## config.mk

```make
export PLATFORM = sky130hd
export DESIGN_NAME = tile_writeback_flat
export DESIGN_NICKNAME = d
export VERILOG_FILES = /design/src/rtl/tile_writeback_if.sv /design/src/rtl/tile_writeback.sv /design/src/flat_wrapper.sv
export SDC_FILE = /design/constraint.sdc
export NUM_CORES = 2
export LEC_CHECK = 0
export BUFFER_PORTS_ARGS = -buffer_cell sky130_fd_sc_hd__buf_2
export CORE_AREA = 5 5 316 318
export CTS_CLUSTER_SIZE = 20
export DETAILED_ROUTE_END_ITERATION = 10
export DIE_AREA = 0 0 321 323
export GPL_TIMING_DRIVEN = 0
export SLEW_MARGIN = 20
export SYNTH_ARGS = -nofsm -noshare
export SYNTH_HDL_FRONTEND = slang
export SYNTH_SLANG_ARGS = --single-unit
```

## constraint.sdc

```tcl
create_clock -name clk -period 83.9 [get_ports clk]
set_input_delay 12.585 -clock clk [delete_from_list [all_inputs] [get_ports clk]]
set_output_delay 12.585 -clock clk [all_outputs]
set_load 0.02 [all_outputs]
```

## src/rtl/tile_writeback_if.sv

```systemverilog
// rtl/tile_writeback_if.sv - global buffer C access bus between writeback stage and buffer
//
// Signals:
//   C_wr_en     write enable (0 = read request when an index is presented)
//   C_index     word address into global buffer C
//   C_data_in   write data toward the buffer
//   C_data_out  read data from the buffer, valid the cycle after a read index
// Modports: master = writeback stage, slave = buffer.
interface tile_writeback_if #(
  parameter int ADDR_BITS = 16,
  parameter int DATA_BITS = 128
);
  logic                 C_wr_en;
  logic [ADDR_BITS-1:0] C_index;
  logic [DATA_BITS-1:0] C_data_in;
  logic [DATA_BITS-1:0] C_data_out;

  modport master (output C_wr_en, output C_index, output C_data_in, input C_data_out);
  modport slave  (input C_wr_en, input C_index, input C_data_in, output C_data_out);
endinterface

```

## src/rtl/tile_writeback.sv

```systemverilog
// rtl/tile_writeback.sv - drains one 4x4 systolic tile into global buffer C
//
// Ports:
//   clk, rst               clock, synchronous active-high reset
//   start, accumulate      tile-ready pulse and add-into-C select (sampled with start)
//   M, N, tile_m, tile_n   matrix dimensions and tile coordinates
//   row_c0..row_c3         accumulator rows from the array, column 0 in the MSBs
//   busy, done             sequence in progress / one-cycle completion pulse
//   c_bus                  global buffer C port (master side)
module tile_writeback #(
  parameter int ACC_BITS  = 32,
  parameter int LANES     = 4,
  parameter int ADDR_BITS = 16
) (
  input  logic                      clk,
  input  logic                      rst,
  input  logic                      start,
  input  logic                      accumulate,
  input  logic [7:0]                M,
  input  logic [7:0]                N,
  input  logic [7:0]                tile_m,
  input  logic [7:0]                tile_n,
  input  logic [ACC_BITS*LANES-1:0] row_c0,
  input  logic [ACC_BITS*LANES-1:0] row_c1,
  input  logic [ACC_BITS*LANES-1:0] row_c2,
  input  logic [ACC_BITS*LANES-1:0] row_c3,
  output logic                      busy,
  output logic                      done,
  tile_writeback_if.master          c_bus
);

  localparam int W = ACC_BITS * LANES;

  localparam logic [1:0] S_IDLE = 2'd0;
  localparam logic [1:0] S_RD   = 2'd1;
  localparam logic [1:0] S_WR   = 2'd2;
  localparam logic [1:0] S_DONE = 2'd3;

  logic [1:0]           state;
  logic [W-1:0]         cap [4];
  logic                 acc_q;
  logic [6:0]           n_tiles_q;
  logic [2:0]           vr_q;
  logic [1:0]           r_q;
  logic [ADDR_BITS-1:0] idx_q;
  logic [W-1:0]         data_q;

  // Start-time decode from the live inputs; these feed the first address
  // directly because cap/n_tiles are only being loaded on the same edge.
  logic [6:0]           n_tiles_in;
  logic signed [10:0]   rows_left;
  logic [2:0]           vr_in;
  logic [ADDR_BITS-1:0] base_addr_in;
  logic [W-1:0]         acc_sum;

  assign n_tiles_in = 7'(({1'b0, N} + 9'd3) >> 2);
  assign rows_left  = $signed({3'b000, M}) - $signed({1'b0, tile_m, 2'b00});

  always_comb begin
    vr_in = 3'd0;
    if (rows_left >= 11'sd4)
      vr_in = 3'd4;
    else if (rows_left > 11'sd0)
      vr_in = rows_left[2:0];
  end

  // Row r address = base + r*n_tiles; rows after the first step by n_tiles,
  // which keeps the multiply off the per-row path. Modulo 2^ADDR_BITS wraps
  // identically either way.
  assign base_addr_in = ADDR_BITS'({tile_m, 2'b00}) * ADDR_BITS'(n_tiles_in)
                      + ADDR_BITS'(tile_n);

  // Independent per-lane adders: no carry crosses a lane boundary.
  always_comb begin
    acc_sum = '0;
    for (int j = 0; j < LANES; j++)
      acc_sum[j*ACC_BITS +: ACC_BITS] = c_bus.C_data_out[j*ACC_BITS +: ACC_BITS]
                                      + cap[r_q][j*ACC_BITS +: ACC_BITS];
  end

  always_ff @(posedge clk) begin
    if (rst) begin
      state     <= S_IDLE;
      acc_q     <= 1'b0;
      n_tiles_q <= '0;
      vr_q      <= '0;
      r_q       <= '0;
      idx_q     <= '0;
      data_q    <= '0;
    end else begin
      case (state)
        S_IDLE: begin
          if (start) begin
            cap[0]    <= row_c0;
            cap[1]    <= row_c1;
            cap[2]    <= row_c2;
            cap[3]    <= row_c3;
            acc_q     <= accumulate;
            n_tiles_q <= n_tiles_in;
            vr_q      <= vr_in;
            r_q       <= 2'd0;
            if (vr_in == 3'd0) begin
              state <= S_DONE;
            end else begin
              idx_q <= base_addr_in;
              if (accumulate) begin
                state <= S_RD;
              end else begin
                state  <= S_WR;
                data_q <= row_c0;
              end
            end
          end
        end
        S_RD: state <= S_WR;
        S_WR: begin
          // Keep the written sum so C_data_in holds it once the read data moves on.
          if (acc_q)
            data_q <= acc_sum;
          if ({1'b0, r_q} == vr_q - 3'd1) begin
            state <= S_DONE;
          end else begin
            r_q   <= r_q + 2'd1;
            idx_q <= idx_q + ADDR_BITS'(n_tiles_q);
            if (acc_q) begin
              state <= S_RD;
            end else begin
              state  <= S_WR;
              data_q <= cap[r_q + 2'd1];
            end
          end
        end
        S_DONE:  state <= S_IDLE;
        default: state <= S_IDLE;
      endcase
    end
  end

  assign busy            = (state != S_IDLE);
  assign done            = (state == S_DONE);
  assign c_bus.C_wr_en   = (state == S_WR);
  assign c_bus.C_index   = idx_q;
  // The read word only arrives in the WR cycle, so the accumulate sum is
  // formed there rather than registered ahead of time.
  assign c_bus.C_data_in = (state == S_WR && acc_q) ? acc_sum : data_q;

endmodule

```

## src/flat_wrapper.sv

```systemverilog
// flat-port wrapper written by rule: the top's interface ports become plain ports
module tile_writeback_flat 
#(
  parameter int ACC_BITS  = 32,
  parameter int LANES     = 4,
  parameter int ADDR_BITS = 16
)
  (clk, rst, start, accumulate, M, N, tile_m, tile_n, row_c0, row_c1, row_c2, row_c3, busy, done, c_bus_C_wr_en, c_bus_C_index, c_bus_C_data_in, c_bus_C_data_out);
  tile_writeback_if #(.ADDR_BITS(ADDR_BITS), .DATA_BITS(128)) c_bus_i ();
  input  logic clk;
  input  logic rst;
  input  logic start;
  input  logic accumulate;
  input  logic [7:0] M;
  input  logic [7:0] N;
  input  logic [7:0] tile_m;
  input  logic [7:0] tile_n;
  input  logic [ACC_BITS*LANES-1:0] row_c0;
  input  logic [ACC_BITS*LANES-1:0] row_c1;
  input  logic [ACC_BITS*LANES-1:0] row_c2;
  input  logic [ACC_BITS*LANES-1:0] row_c3;
  output logic busy;
  output logic done;
  output wire logic [$bits(c_bus_i.C_wr_en)-1:0] c_bus_C_wr_en;
  output wire logic [$bits(c_bus_i.C_index)-1:0] c_bus_C_index;
  output wire logic [$bits(c_bus_i.C_data_in)-1:0] c_bus_C_data_in;
  input wire logic [$bits(c_bus_i.C_data_out)-1:0] c_bus_C_data_out;
  assign c_bus_C_wr_en = c_bus_i.C_wr_en;
  assign c_bus_C_index = c_bus_i.C_index;
  assign c_bus_C_data_in = c_bus_i.C_data_in;
  assign c_bus_i.C_data_out = c_bus_C_data_out;
  tile_writeback #(.ACC_BITS(ACC_BITS), .LANES(LANES), .ADDR_BITS(ADDR_BITS)) u_core (.clk(clk), .rst(rst), .start(start), .accumulate(accumulate), .M(M), .N(N), .tile_m(tile_m), .tile_n(tile_n), .row_c0(row_c0), .row_c1(row_c1), .row_c2(row_c2), .row_c3(row_c3), .busy(busy), .done(done), .c_bus(c_bus_i));
endmodule
```

==> metrics.md <==
| Metric | Value |
|---|---|
| CTS root buf | clkbuf_16 |
| Drt pass-1 iters | 7 |
| Clock Latency Late Sink | 680 ps |
| Pwr/cell area | 22.45 mW/mm2 |
| CP max FO | 9 |
| Lkg Pwr | 20.11 nW |
| Synthesized-area fraction occupied by xor and xnor cells | 2.793% |
| DRC viols | 0 |
| Total of max-cap violations | 0 |
| Synth Area in Adders | between 7 and 8% |
| Nets@finish | ~5300 |
| Final RePlAce weighted congestion | 0.9725 |
| Main combinational cell family by area after synthesis | multiplexers |
| Worst vdd rail ir drop | 14.83 uV |
| Cell Area, Synth | between 0.04 and 0.05 mm2 |
| Arrival @ worst endpoint | 16480 ps |
| Status | complete, no violations |
| FF-to-FF End | u_core.data_q[126] |
| Vias in the first global route | 35640 |
| Syn nets | 4405 |
| Final WS setup | ~55000 ps |
| Startpoint types | input port |
| Top cell type's share of synthesized area | a little under two fifths |
| CTS Buf Count | 79 |
| Sequential area share after synthesis | between 40% and 50% |
| Global-route wire length before repair | 270800 um |
| Post-synth top cells | 512 x edfxtp_1, 309 x nand2_1, 277 x nor2_1 |
| DR iter-0 viols | 4799 |
| Tightest Pin Transition | 1237 ps |
| Hold Vio Cnt, Final | 0 |
| Initial Util | 42.67% |
| I/O pins | 823 |
| Mean area per synthesized cell | 11.67 um2 |
| Slew Viols, Final | 0 |
| Final Setup Violations | 0 |
| DR vias | 37000 |
| Yosys warning total | 0 |
| DIE AREA | between 0.1 and 0.15 mm2 |
| Routed wire length | between 200000 and 250000 um |
| Critical Path End | c_bus_C_data_in[31] |
| Fmax | 0.03441 GHz |
| Fin crit share | 34.64% |
| Max Root-Sink Buffers | 3 |
| Placeable Area | 0.09628 mm2 |
| RSZ-0062 raised after global routing | false |
| Post-synthesis simple-gate area fraction | 9.564% |
| HPWL Detailed | 156000 um |
| # hold bufs at CTS | 0 |
| Gr ovfl total | 0 |
| Compound-Gate Fraction of Synth Area | 14.54% |
| DR WL/cell | about 34 um |
| Area Overhead vs Synth | 22.38% |
| Fin Setup TNS | 0 ps |
| Final min period | between 20000 and 30000 ps |
| Crit Path Class | input port to output pin |
| CTS H-tree depth | 3 |
| Slowest stage delay, CP | 560 ps |
| Layout cells sized above 1 | 32.05% |
| Post-CTS Resized | 0 |
| Hold Crit Class | flip-flop to flip-flop |
| Clock skew | 37.64 ps |
| Yosys reg bits | 673 |
| Leading post-synthesis cells by cell area | edfxtp_1 37%, mux4_2 14%, dfxtp_1 7.8%, ha_1 5.3%, o21ai_0 2.9% |
| Largest net degree at the start of global routing | 30 |
| Slew margin rel. | 17.54% |
| Fraction of synthesized area in multiplexers | approximately 18% |
| Worst-path clk slew | 60 ps |
| Async set-or-reset flop fraction in the synthesized netlist | 0% |
| Yosys cell types | 100 |
| CTS sink cnt | 673 |
| Synth Flop Type | edfxtp_1 |
| Crit. Startpoint | c_bus_C_data_out[16] |
| Crit path capture type | output pin |
| Post-DRT Antenna Nets | 0 |
| FF-to-FF path depth | 15 |
| GRT Overall Usage | 37.14% |
| Setup bufs post-CTS | 0 |
| CP dominant cell by count | buf_2 |
| Cell taking the most area after synthesis | edfxtp_1 |
| Slowest cell on the critical path | a31oi_1 |
| Row count | between 100 and 150 |
| Worst EP required | between 70000 and 80000 ps |
| R2R setup slack | 77860 ps |
| Post-Synthesis Cells | around 3500 |
| PortBufs | 822 |
| Vias/cell | ~6.3 |
| Chip width | 321 um |
| Area occupied by multi-input gates | 0.02121 mm2 |
| Pre-CTS setup slack | 54940 ps |
| # fillers | 8701 |
| Placed cell count | 5643 |
| Finished Layout Cells | between 5000 and 6000 |
| Initial antenna violation count | 68 |
| TritonCTS clock tree | built |
| Sequential Area | 0.01860 mm2 |
| Crit-path cells | buf_2, ha_1, buf_2, nand4_1, nor3_1, o2111ai_1, a31oi_1, a221oi_4, o31ai_2, a21oi_1, xnor2_1, o21ai_0, buf_2 |
| Post-synth EDFFs | 512 |
| Vert. Die Dim | 323 um |
| Count leader, synth | edfxtp_1 |
kinds of logic (layout without fill, tap and decap cells):
group / after synthesis / after routing
simple gates: 878 / 878
compound gates: 926 / 926
flops: 673 / 673
other cells: 0 / 52
fa+ha+maj: 210 / 210
mux: 396 / 396
xor+xnor: 131 / 131
buf+inv: 305 / 1301
critical path: cells and delay by family:
kind | cells | cell delay (ps)
AOI/OAI and AO/OA | 6 | 2080
and+or+nand+nor | 2 | 800
buffers and inverters | 3 | 580
adders and majority gates | 1 | 300
xor gates and xnor gates | 1 | 130
per-layer routing:
layer | vias up | routed length [um] | share of wire, % | GRT usage, %
met3 | 510 | 22490 | 11 | 9.579
met4 | 26 | 11360 | 5.7 | 18.79
met5 | - | 160 | 0.080 | 0
met1 | 18290 | 73750 | 37 | 47.10
li1 | 15560 | - | - | -
met2 | 2609 | 92900 | 46 | 59.40
flip-flops by register name, indices dropped and copies added, names as in the netlist, named ones only:
register              flops
u_core.cap              512
u_core.data_q           128
u_core.c_bus.C_index     16
u_core.n_tiles_q          7
u_core.vr_q               3
u_core.r_q                2
u_core.state              2
u_core.acc_q              1
placed cells by master, fill, tap and decap left out, types with 17 or more instances in the layout:
| cell type | n |
|---|---|
| mux2i_1 | 69 |
| clkbuf_1 | 123 |
| clkbuf_2 | 39 |
| inv_1 | 85 |
| and3_1 | 22 |
| nand4_1 | 17 |
| dfxtp_1 | 161 |
| ha_1 | 175 |
| mux2_2 | 71 |
| o211ai_1 | 32 |
| mux4_2 | 256 |
| a21o_1 | 79 |
| nor3_1 | 85 |
| nand2b_1 | 24 |
| diode_2 | 52 |
| xor2_1 | 65 |
| o21a_1 | 24 |
| nor2b_1 | 28 |
| nand2_1 | 309 |
| a21oi_1 | 230 |
| clkbuf_16 | 81 |
| xnor2_1 | 66 |
| buf_2 | 871 |
| nand3_1 | 48 |
| o21ai_0 | 236 |
| edfxtp_1 | 512 |
| a31oi_1 | 47 |
| fa_1 | 35 |
| nor2_1 | 274 |
| a211oi_1 | 104 |
worst min-delay path by stage:
stage,startpoint,endpoint,slack (ps),depth (start not counted)
detailed placement,u_core.data_q[99],u_core.data_q[99],450,2
global route,u_core.n_tiles_q[6],u_core.n_tiles_q[6],500,2
floorplan,u_core.data_q[35],u_core.data_q[35],440,2
CTS,u_core.data_q[99],u_core.data_q[99],460,2
finish,u_core.data_q[99],u_core.data_q[99],470,2
global placement,u_core.data_q[99],u_core.data_q[99],450,2
metrics by stage:
step                area (um2)  hold WS [ps]  util [%]  total power, mW
global placement         46790         448.1     48.60           0.7713
CTS                      50120         461.4     52.06            1.123
detailed placement       47430         453.0     49.26           0.7583
finish                   50270         466.7     52.21            1.129
floorplan                41080         436.6         -           0.6357
global route             50210         497.7     52.15            1.169
report_power, final:
group          switching (mW)  internal (mW)  leakage, nW  total, mW
Sequential             0.0151          0.386         6.05      0.401
Combinational           0.225          0.134         12.8      0.359
Clock                   0.152          0.216         1.30      0.368
Total                   0.392          0.736         20.1       1.13
final cells by class:
type | count | area share, %
Multi-Input combinational cell | 2541 | 42.19
Sequential cell | 673 | 37.00
Timing Repair Buffer | 849 | 9.349
Clock buffer | 97 | 4.191
Tap cell | 1276 | 3.176
Buffer | 218 | 2.031
Clock inverter | 50 | 1.157
Inverter | 87 | 0.6496
Antenna cell | 52 | 0.2589
No activity file was read; power rests on OpenSTA's default activity.
